--- config.mk ---
export PLATFORM = sky130hd
export DESIGN_NAME = nzcv_cond_stage
export DESIGN_NICKNAME = d
export VERILOG_FILES = /design/src/rtl/cond_pkg.sv /design/src/rtl/cond_eval.sv /design/src/rtl/nzcv_cond_stage.sv
export SDC_FILE = /design/constraint.sdc
export NUM_CORES = 1
export LEC_CHECK = 0
export CORE_ASPECT_RATIO = 1.25
export CORE_MARGIN = 3
export CORE_UTILIZATION = 43
export DETAILED_ROUTE_END_ITERATION = 10
export GPL_TIMING_DRIVEN = 0
export PLACE_DENSITY = 0.87
export SLEW_MARGIN = 20
export SYNTH_ARGS = -nofsm -noshare
export SYNTH_HDL_FRONTEND = slang
export SYNTH_SLANG_ARGS = --single-unit
--- constraint.sdc ---
create_clock -name i_clk -period 2.7 [get_ports i_clk]
set_input_delay 0.27 -clock i_clk [delete_from_list [all_inputs] [get_ports i_clk]]
set_output_delay 0.27 -clock i_clk [all_outputs]
set_load 0.1 [all_outputs]
--- src/rtl/cond_pkg.sv ---
// Shared definitions for ARMv8 condition evaluation: condition-code enum and
// NZCV bit positions within the 4-bit {N,Z,C,V} flags vector.
package cond_pkg;

    typedef enum logic [3:0] {
        EQ = 4'b0000,
        NE = 4'b0001,
        CS = 4'b0010,
        CC = 4'b0011,
        MI = 4'b0100,
        PL = 4'b0101,
        VS = 4'b0110,
        VC = 4'b0111,
        HI = 4'b1000,
        LS = 4'b1001,
        GE = 4'b1010,
        LT = 4'b1011,
        GT = 4'b1100,
        LE = 4'b1101,
        AL = 4'b1110,
        NV = 4'b1111
    } cond_e;

    localparam int NZCV_N = 3;
    localparam int NZCV_Z = 2;
    localparam int NZCV_C = 1;
    localparam int NZCV_V = 0;

endpackage

--- src/rtl/cond_eval.sv ---
// Combinational ARMv8 condition-code evaluator: (cond, nzcv) -> taken.
// Shared with the conditional-select path.
module cond_eval
    import cond_pkg::*;
(
    input  cond_e      i_cond,
    input  logic [3:0] i_nzcv,
    output logic       o_taken
);

    logic f_n, f_z, f_c, f_v;

    assign f_n = i_nzcv[NZCV_N];
    assign f_z = i_nzcv[NZCV_Z];
    assign f_c = i_nzcv[NZCV_C];
    assign f_v = i_nzcv[NZCV_V];

    always_comb begin
        o_taken = 1'b1;
        case (i_cond)
            EQ: o_taken = f_z;
            NE: o_taken = ~f_z;
            CS: o_taken = f_c;
            CC: o_taken = ~f_c;
            MI: o_taken = f_n;
            PL: o_taken = ~f_n;
            VS: o_taken = f_v;
            VC: o_taken = ~f_v;
            HI: o_taken = f_c & ~f_z;
            LS: o_taken = ~(f_c & ~f_z);
            GE: o_taken = (f_n == f_v);
            LT: o_taken = (f_n != f_v);
            GT: o_taken = ~f_z & (f_n == f_v);
            LE: o_taken = ~(~f_z & (f_n == f_v));
            default: o_taken = 1'b1; // AL and NV both execute unconditionally
        endcase
    end

endmodule

--- src/rtl/nzcv_cond_stage.sv ---
// Execute-to-writeback stage: owns the architectural NZCV register, evaluates
// each instruction's condition on pre-update flags, and registers the result.
// Define COND_SKID_EN for a one-entry skid buffer with a registered o_ready.
module nzcv_cond_stage
    import cond_pkg::*;
#(
    parameter int N = 64
) (
    input  logic         i_clk,
    input  logic         i_rst_n,
    input  logic         i_valid,
    output logic         o_ready,
    input  logic [N-1:0] i_result,
    input  logic [3:0]   i_nzcv,
    input  logic         i_set_flags,
    input  logic [3:0]   i_cond,
    input  logic         i_flush,
    output logic         o_valid,
    input  logic         i_ready,
    output logic [N-1:0] o_result,
    output logic         o_taken,
    output logic [3:0]   o_nzcv
);

    logic [3:0]   flags_q, flags_d;
    logic         out_valid_q, out_valid_d;
    logic [N-1:0] out_result_q, out_result_d;
    logic         out_taken_q, out_taken_d;
    // Keeps o_ready low while reset is held and for the first edge after it
    logic         alive_q, alive_d;

    logic accept;
    logic xfer;
    logic taken_new;

    cond_eval u_eval (
        .i_cond  (cond_e'(i_cond)),
        .i_nzcv  (flags_q),
        .o_taken (taken_new)
    );

    assign accept = i_valid & o_ready;
    assign xfer   = out_valid_q & i_ready;

    assign o_valid  = out_valid_q;
    assign o_result = out_result_q;
    assign o_taken  = out_taken_q;
    assign o_nzcv   = flags_q;

    always_comb begin
        alive_d = 1'b1;
        flags_d = flags_q;
        if (accept && i_set_flags) begin
            flags_d = i_nzcv;
        end
    end

`ifdef COND_SKID_EN
    logic         skid_valid_q, skid_valid_d;
    logic [N-1:0] skid_result_q, skid_result_d;
    logic         skid_taken_q, skid_taken_d;

    assign o_ready = alive_q & ~skid_valid_q & ~i_flush;

    always_comb begin
        out_valid_d   = out_valid_q;
        out_result_d  = out_result_q;
        out_taken_d   = out_taken_q;
        skid_valid_d  = skid_valid_q;
        skid_result_d = skid_result_q;
        skid_taken_d  = skid_taken_q;
        if (i_flush) begin
            out_valid_d  = 1'b0;
            skid_valid_d = 1'b0;
        end else if (!out_valid_q || xfer) begin
            // Output slot frees up: skid entry is older than any new accept
            if (skid_valid_q) begin
                out_valid_d  = 1'b1;
                out_result_d = skid_result_q;
                out_taken_d  = skid_taken_q;
                skid_valid_d = 1'b0;
            end else if (accept) begin
                out_valid_d  = 1'b1;
                out_result_d = i_result;
                out_taken_d  = taken_new;
            end else begin
                out_valid_d = 1'b0;
            end
        end else if (accept) begin
            skid_valid_d  = 1'b1;
            skid_result_d = i_result;
            skid_taken_d  = taken_new;
        end
    end

    always_ff @(posedge i_clk or negedge i_rst_n) begin
        if (!i_rst_n) begin
            skid_valid_q  <= 1'b0;
            skid_result_q <= '0;
            skid_taken_q  <= 1'b0;
        end else begin
            skid_valid_q  <= skid_valid_d;
            skid_result_q <= skid_result_d;
            skid_taken_q  <= skid_taken_d;
        end
    end
`else
    assign o_ready = alive_q & (~out_valid_q | i_ready) & ~i_flush;

    always_comb begin
        out_valid_d  = out_valid_q;
        out_result_d = out_result_q;
        out_taken_d  = out_taken_q;
        if (i_flush) begin
            out_valid_d = 1'b0;
        end else if (accept) begin
            out_valid_d  = 1'b1;
            out_result_d = i_result;
            out_taken_d  = taken_new;
        end else if (xfer) begin
            out_valid_d = 1'b0;
        end
    end
`endif

    always_ff @(posedge i_clk or negedge i_rst_n) begin
        if (!i_rst_n) begin
            alive_q      <= 1'b0;
            flags_q      <= 4'b0000;
            out_valid_q  <= 1'b0;
            out_result_q <= '0;
            out_taken_q  <= 1'b0;
        end else begin
            alive_q      <= alive_d;
            flags_q      <= flags_d;
            out_valid_q  <= out_valid_d;
            out_result_q <= out_result_d;
            out_taken_q  <= out_taken_d;
        end
    end

endmodule

; ---- After elaboration in Yosys (flattened, before gate mapping)
; Index checks and enable logic that the tools add are counted.
[totals]
reg_bits = 71
in_bits = 78
word_cells = 43
[classes]
n_eq_ne = 15
n_mux = 4
bitwise = 15
reduce_logical = 4
[op_table]
columns = operator, n
row1 = 4-bit == test (second input constant), 6
row2 = 4-bit by 3-bit == test with 1-bit output (second input constant), 4
row3 = 1-bit case mux with 14 select lines, 1
row4 = 4-bit by 2-bit == test with 1-bit output (second input constant), 2
row5 = 1-bit NOT, 8
row6 = 1-bit bitwise AND, 6
row7 = 4-bit by 1-bit == test with 1-bit output (second input constant), 1
row8 = 4-bit logical NOT, 1
row9 = 1-bit 2-to-1 mux, 3
row10 = 3-bit nonzero test, 1
row11 = 2-bit AND reduction, 1
row12 = 1-bit == test, 1
row13 = 1-bit logical AND, 1
row14 = 1-bit != test, 1
row15 = 1-bit bitwise OR, 1

; ---- Logic depth before layout (Yosys ltp)
; Gate-level depths: netlist (run 1).
[depth]
word_depth = 7
depth_mapped = 7

; ---- Cells and area by module
; A second synthesis (run 1) with hierarchy kept.
[unflattened]
hier_cells = 179
hier_area_um2 = 3029.2
[modules_own_cells]
columns = module, n_inst, cells_each, area_each_um2, seq_area_each_um2
row1 = nzcv_cond_stage, 1, 155, 2851.5, 1776.7
row2 = cond_eval, 1, 24, 177.7, 0.0

; ---- Worst setup path before layout (run 1)
; OpenSTA, ideal clock, no wires.
[synth_timing]
path_kind = reg-to-reg
start = register out_valid_q (netlist: o_valid)
end = register out_result_q[10] (netlist: o_result[10])
t_arrival_ns = 2.115
path_slack_ns = 0.460
stages_incl_launch_ff = 7
path_buffers = 2
path_cell_list = dfrtp_1 -> nand2b_1 -> and3b_4 -> nand2_2 -> buf_6 -> buf_6 -> mux2_4
[synth_between]
elab_chain_cells = 6
[synth_lines]
columns = element, line_no
row1 = from (decl), nzcv_cond_stage.sv:26  ; logic out_valid_q, out_valid_d;
row2 = from (signal assigned), nzcv_cond_stage.sv:136  ; out_valid_q <= out_valid_d;
row3 = 1-bit NOT, nzcv_cond_stage.sv:108  ; assign o_ready = alive_q & (~out_valid_q | i_ready) & ~i_flush;
row4 = 1-bit bitwise OR, nzcv_cond_stage.sv:108
row5 = 1-bit bitwise AND (2 in a row), nzcv_cond_stage.sv:108
row6 = via o_ready, nzcv_cond_stage.sv:12  ; output logic o_ready,
row7 = 1-bit bitwise AND, nzcv_cond_stage.sv:42  ; assign accept = i_valid & o_ready;
row8 = 2-bit AND reduction (no source line), -
row9 = to (signal assigned), nzcv_cond_stage.sv:137  ; out_result_q <= out_result_d;
row10 = to (decl), nzcv_cond_stage.sv:27  ; logic [N-1:0] out_result_q, out_result_d;
; The timed path passes the listed nets, and every way through them passes these cells.
; A chain may end at the register's enable or synchronous reset.

; ---- Worst setup path in the final report (run 1)
[layout_timing]
start = input i_ready
end = output o_ready
[layout_between]
elab_chain_cells = 3
[layout_lines]
columns = element, line_no
row1 = from (decl), nzcv_cond_stage.sv:19  ; input logic i_ready,
row2 = 1-bit bitwise OR, nzcv_cond_stage.sv:108
row3 = 1-bit bitwise AND (2 in a row), nzcv_cond_stage.sv:108
row4 = to (decl), nzcv_cond_stage.sv:12
; Every way passes these cells.

==> key figures, run 1 <==
Timing
  – Max-slew violations: 0
  – Minimum clock period: 2.44 ns
  – Fin Clk Skew: 0.00606 ns
  – RSZ-0062 raised after global routing: no
  – Final-report hold violation count: 0
  – Final setup violation count: 0
  – Period utilisation layout: 0.903
  – Highest clock rate: 0.410 GHz
  – Slew of the pin with the lowest slew margin: 1.01 ns
  – Slew margin rel.: 0.322
  – Setup TNS: 0 ns

Worst setup path
  – CP dominant cell by count: clkdlybuf4s50_1
  – Endpoint type of the worst setup path: primary output
  – CP peak stage delay: 1.13 ns
  – Worst setup SP type: input pin
  – Critical-path cell list: clkdlybuf4s50_1, nand2b_1, and3b_4, clkdlybuf4s50_1
  – Bufs and invs on worst path: 2
  – Crit path kind: in -> out
  – Critical-path top delay cell: clkdlybuf4s50_1
  – Worst-path maximum fanout: 3
  – CP delay by family, top: buffers and inverters
  – Worst EP required: 2.43 ns
  – WP data arrival: 2.17 ns

Global route
  – Grt ovf: 0
  – Largest net degree at the start of global routing: 60
  – Total GRT Usage: 0.183
  – First-pass GRT wire length: 11.1 mm
  – Vias in the first global route: 2234
  – Antenna violations before repair: 0

Yosys
  – Yosys reg bits: 71
  – Synth Net Count: 254
  – Mapped cell area: 2910 sq um
  – Sequential area share after synthesis: 0.612
  – Synth Warn #: 0
  – Synth cell types: 26
  – Syn Inst Count: 176
  – Syn Area/Cell: 16.5 sq um

Flow run
  – Max Cap Viol: 0

Clock tree
  – Bufs on Longest Clock Path: 2
  – Root Buffer: clkbuf_8
  – Total CTS buffers: 9
  – CTS tree: built
  – CTS Sinks: 71
  – Clock latency on the worst-skew pair: 0.33 ns
  – # resized after CTS: 0
  – Clk slew on worst S/H paths: 0.08 ns
  – # H-tree levels: 3

Placement
  – Port bufs: 147
  – Final GP Congestion: 0.802
  – Post-DP HPWL: 5.00 mm

Floorplanning
  – Die Ht: 97.9 um
  – Initial core utilization: 0.456
  – Die X: 79.5 um
  – Top Ports: 149
  – Core area: 6370 sq um
  – Die Area: 7790 sq um
  – Rows: 32

Finish
  – Commonest non-fill, non-tap cell in the layout: clkdlybuf4s50_1
  – Ratio of cells with drive above 1 in the final layout: 0.273
  – Nets: 414
  – Fin util: 0.742
  – Commonest cells after routing, fill and taps aside: 146 x clkdlybuf4s50_1, 71 x dfrtp_1, 41 x mux2_2
  – Fill count: 422
  – Antenna diodes: 0
  – Area grow syn2layout: 62.6%

Status
  – Outcome: finished clean

Detailed routing
  – Via count: 2043
  – DRC viols: 0
  – Antenna viol nets, final: 0
  – Final wirelength: 6.77 mm
  – Vias per cell: 4.80
  – DR pass1 iterations: 4
  – Post-DR wirelength/cell: 15.9 um
  – Initial drt markers: 57

Pwr
  – Worst VDD drop: 0.619 mV
  – Pleak: 0.00208 uW
  – PwrDens: 1020 nW/um^2

Hold path
  – HP Class: in -> async
state kept, by name, indices dropped and copies added (netlist names):
register	cells
o_taken	1
o_result	64
o_nzcv	4
alive_q	1
o_valid	1
synth_stat cells:
library cell,count,area [sq um]
a22oi_1,1,7.51
a32oi_1,1,8.76
and3b_4,1,12.5
and4b_1,1,10.0
buf_2,4,20.0
buf_6,4,45.0
conb_1,1,3.75
dfrtp_1,71,1780
inv_1,1,3.75
mux2_2,41,462
mux2_4,27,405
mux2i_1,1,10.0
nand2_1,2,7.51
nand2_2,1,6.26
nand2b_1,2,12.5
nand3_1,1,5.00
nor2_1,1,3.75
nor2b_1,2,12.5
nor3_1,1,5.00
o2111ai_1,1,8.76
o21a_1,1,7.51
o21ai_0,4,20.0
o221ai_1,1,8.76
o31ai_1,1,7.51
xnor2_1,1,8.76
xor2_1,3,26.3
through the flow:
step                      worst slack (ns)  instances  cell area [sq um]  hold WS [ns]  power, uW
after floorplan                      0.460        176               2910       -0.0256       3310
after global placement              -0.988        408               4480         0.466       3940
after detailed placement             0.253        409               4510         0.138       3970
after CTS                            0.251        426               4720         0.303       4880
after global routing                 0.206        426               4720         0.321       5010
final                                0.262        426               4720         0.326       4840
where the power goes:
group / switching [uW] / internal [uW] / leakage, uW
combinational: 1860 / 688 / 0.00113
clock: 369 / 519 / 0.000104
sequential: 122 / 1280 / 0.000843
total: 2350 / 2490 / 0.00208
final timing paths:
check,startpoint,end,slack [ns],depth (start not counted)
worst max-delay path,i_ready,o_ready,0.26,4
worst min-delay path,i_rst_n,o_result[46]$_DFFE_PN0P_,0.33,2
worst max register to register,o_valid$_DFFE_PN0P_,o_result[13]$_DFFE_PN0P_,1.18,6
worst min register to register,o_taken$_DFFE_PN0P_,o_taken$_DFFE_PN0P_,0.48,2
max in group asynchronous,i_rst_n,o_nzcv[3]$_DFFE_PN0P_,1.82,3
min in group i_clk,o_taken$_DFFE_PN0P_,o_taken$_DFFE_PN0P_,0.48,2
layer usage:
| layer | share of wire | routed length (um) | GRT usage |
|---|---|---|---|
| met2 | 0.49 | 3330 | 0.303 |
| met1 | 0.42 | 2810 | 0.226 |
| met3 | 0.082 | 554 | 0.0563 |
| met4 | 0.011 | 74 | 0.0635 |
| met5 | 0 | 0 | 0 |
final cells by class:
| cell class | instances | area (sq um) | area share |
|---|---|---|---|
| buffer | 8 | 65.1 | 0.0138 |
| clock buffer | 12 | 135 | 0.0286 |
| clock inverter | 4 | 70.1 | 0.0148 |
| inverter | 1 | 3.75 | 0.000795 |
| multi-input combinational | 96 | 1060 | 0.224 |
| sequential | 71 | 1780 | 0.376 |
| tap | 85 | 106 | 0.0225 |
| timing repair buffer | 149 | 1510 | 0.319 |
cells by family after synthesis:
| group | after synthesis | share of synthesized area |
|---|---|---|
| other | 1 | 0.00129 |
| buffers and inverters | 9 | 0.0237 |
| and+or+nand+nor | 12 | 0.0258 |
| muxes | 69 | 0.302 |
| AOI/OAI and AO/OA | 10 | 0.0237 |
| xor gates and xnor gates | 4 | 0.0121 |
| DFF | 71 | 0.612 |
repair_timing:
item / 4_1_cts / 5_1_grt
hold buffers: 1 / 0
buffers inserted: 0 / 0
hold endpoints to repair: 12 / 0
Power figures use the tool's default switching activity.
==> run 2: changes to the inputs <==
- CTS_CLUSTER_DIAMETER: default -> 100
- SETUP_SLACK_MARGIN: default -> 0.3
==> run 2 against run 1 <==
Compared with the run above: sequential power barely moved; clock-buffer cell count did not move; clock skew did not move; largest power group unchanged; highest routed layer unchanged.
==> key figures, run 2 (synthesis results as in run 1) <==
Status
  – Outcome: finished clean (unchanged)

Detailed routing
  – Antenna viol nets, final: 0 (unchanged)
  – Final wirelength: 6.77 mm (unchanged)
  – DR pass1 iterations: 4 (unchanged)
  – DRC viols: 0 (unchanged)
  – Vias per cell: 4.80 (unchanged)
  – Post-DR wirelength/cell: 15.9 um (unchanged)
  – Initial drt markers: 57 (unchanged)
  – Via count: 2043 (unchanged)

Floorplanning
  – Die X: 79.5 um (unchanged)
  – Die Ht: 97.9 um (unchanged)
  – Core area: 6370 sq um (unchanged)
  – Initial core utilization: 0.456 (unchanged)
  – Rows: 32 (unchanged)
  – Top Ports: 149 (unchanged)
  – Die Area: 7790 sq um (unchanged)

Timing
  – Minimum clock period: 2.20 ns (was 2.44 ns)
  – Slew of the pin with the lowest slew margin: 1.01 ns (unchanged)
  – Slew margin rel.: 0.322 (unchanged)
  – Fin Clk Skew: 0.00606 ns (unchanged)
  – Final-report hold violation count: 0 (unchanged)
  – Highest clock rate: 0.455 GHz (was 0.410 GHz)
  – Final setup violation count: 0 (unchanged)
  – RSZ-0062 raised after global routing: no (unchanged)
  – Period utilisation layout: 0.814 (was 0.903)
  – Max-slew violations: 0 (unchanged)

Clock tree
  – Root Buffer: clkbuf_8 (unchanged)
  – CTS tree: built (unchanged)
  – Total CTS buffers: 9 (unchanged)
  – Bufs on Longest Clock Path: 2 (unchanged)
  – Clock latency on the worst-skew pair: 0.33 ns (about the same)
  – CTS Sinks: 71 (unchanged)
  – Setup Fix Bufs, Post-CTS: 0 (unchanged)
  – # H-tree levels: 3 (unchanged)
  – Clk slew on worst S/H paths: 0.08 ns (about the same)

Finish
  – Ratio of cells with drive above 1 in the final layout: 0.273 (unchanged)
  – Antenna diodes: 0 (unchanged)
  – Commonest cells after routing, fill and taps aside: 145 x clkdlybuf4s50_1, 71 x dfrtp_1, 41 x mux2_2 (was 146 x clkdlybuf4s50_1, 71 x dfrtp_1, 41 x mux2_2)
  – Commonest non-fill, non-tap cell in the layout: clkdlybuf4s50_1 (unchanged)
  – Nets: 414 (unchanged)
  – Reg area: 1780 sq um (unchanged)
  – Area occupied by multi-input gates: 1060 sq um (unchanged)
  – Post-route insts no fill: 426 (unchanged)
  – Max FFs per register: 64 (unchanged)
  – Area grow syn2layout: 62.5% (was 62.6%)
  – Fill count: 423 (was 422)
  – Fin util: 0.742 (about the same)

Worst setup path
  – Worst setup SP type: flop (was input pin)
  – Bufs and invs on worst path: 1 (was 2)
  – R2R Path Start: o_valid$_DFFE_PN0P_ (unchanged)
  – CP Launch Point: o_nzcv[2]$_DFFE_PN0P_ (was i_ready)
  – CP delay by family, top: buffers and inverters (unchanged)
  – Critical-path top delay cell: clkdlybuf4s50_1 (unchanged)
  – Worst-path maximum fanout: 6 (was 3)
  – Critical-path cell list: clkdlybuf4s50_1 (was clkdlybuf4s50_1, nand2b_1, and3b_4, clkdlybuf4s50_1)
  – Endpoint type of the worst setup path: primary output (unchanged)
  – Crit path kind: reg -> out (was in -> out)
  – Worst EP required: 2.43 ns (about the same)
  – WP data arrival: 1.93 ns (was 2.17 ns)
  – CP peak stage delay: 1.16 ns (was 1.13 ns)

Pwr
  – Worst VDD drop: 0.619 mV (about the same)
  – Pleak: 0.00208 uW (about the same)
  – PwrDens: 1020 nW/um^2 (about the same)

Global route
  – Largest net degree at the start of global routing: 60 (unchanged)
  – Total GRT Usage: 0.183 (unchanged)
  – Vias in the first global route: 2234 (unchanged)
  – First-pass GRT wire length: 11.1 mm (unchanged)
  – Antenna violations before repair: 0 (unchanged)
  – Grt ovf: 0 (unchanged)

Hold path
  – HP Class: in -> async (unchanged)

Placement
  – Final GP Congestion: 0.802 (unchanged)
  – Port bufs: 147 (unchanged)
  – Placed Instances: 409 (unchanged)
  – Post-DP HPWL: 5.00 mm (unchanged)

Flow run
  – Max Cap Viol: 0 (unchanged)
## run 2: routing by layer
layer	routed length (um)	up-vias	GRT usage
li1	-	943	-
met1	2810	989	0.226
met2	3330	105	0.303
met3	556	6	0.0563
met4	74	0	0.0635
met5	0	-	0
## run 2: final cells by class
cell class / count / share of cell area
clock buffer: 12 / 0.0286
inverter: 1 / 0.000795
buffer: 8 / 0.0138
multi-input combinational: 96 / 0.224
timing repair buffer: 149 / 0.319
clock inverter: 4 / 0.0148
sequential: 71 / 0.376
tap: 85 / 0.0225
## run 2: where the power goes
group / total (uW) / leakage [uW] / internal [uW] / switching, uW
registers: 1400 / 0.000843 / 1280 / 122
clock network: 888 / 0.000104 / 519 / 369
logic: 2550 / 0.00113 / 688 / 1860
total: 4840 / 0.00208 / 2490 / 2350
## run 2: path summary, 6_finish.rpt
check | end | slack (ns) | cells past startpoint
min in group i_clk | o_taken$_DFFE_PN0P_ | 0.48 | 2
min | o_result[46]$_DFFE_PN0P_ | 0.33 | 2
min reg2reg | o_taken$_DFFE_PN0P_ | 0.48 | 2
max reg2reg | o_result[13]$_DFFE_PN0P_ | 1.18 | 6
max | o_nzcv[2] | 0.50 | 1
max in group asynchronous | o_nzcv[3]$_DFFE_PN0P_ | 1.82 | 3
## run 2: repair_timing
action                                  in CTS  in global routing
hold buffers                                 1                  0
resized for setup                            1                  0
hold endpoints to repair                    12                  0
endpoints found under the setup margin       1                  0
## run 2: stage by stage
stage | cell area [sq um] | worst slack, ns | setup TNS [ns] | hold WS [ns] | power, uW
floorplan | 2910 | 0.460 | 0 | -0.0256 | 3310
global placement | 4480 | -0.988 | -69.84 | 0.466 | 3940
detailed placement | 4510 | 0.253 | 0 | 0.138 | 3970
CTS | 4720 | 0.481 | 0 | 0.303 | 4880
global route | 4720 | 0.426 | 0 | 0.321 | 5010
finish | 4720 | 0.503 | 0 | 0.326 | 4840
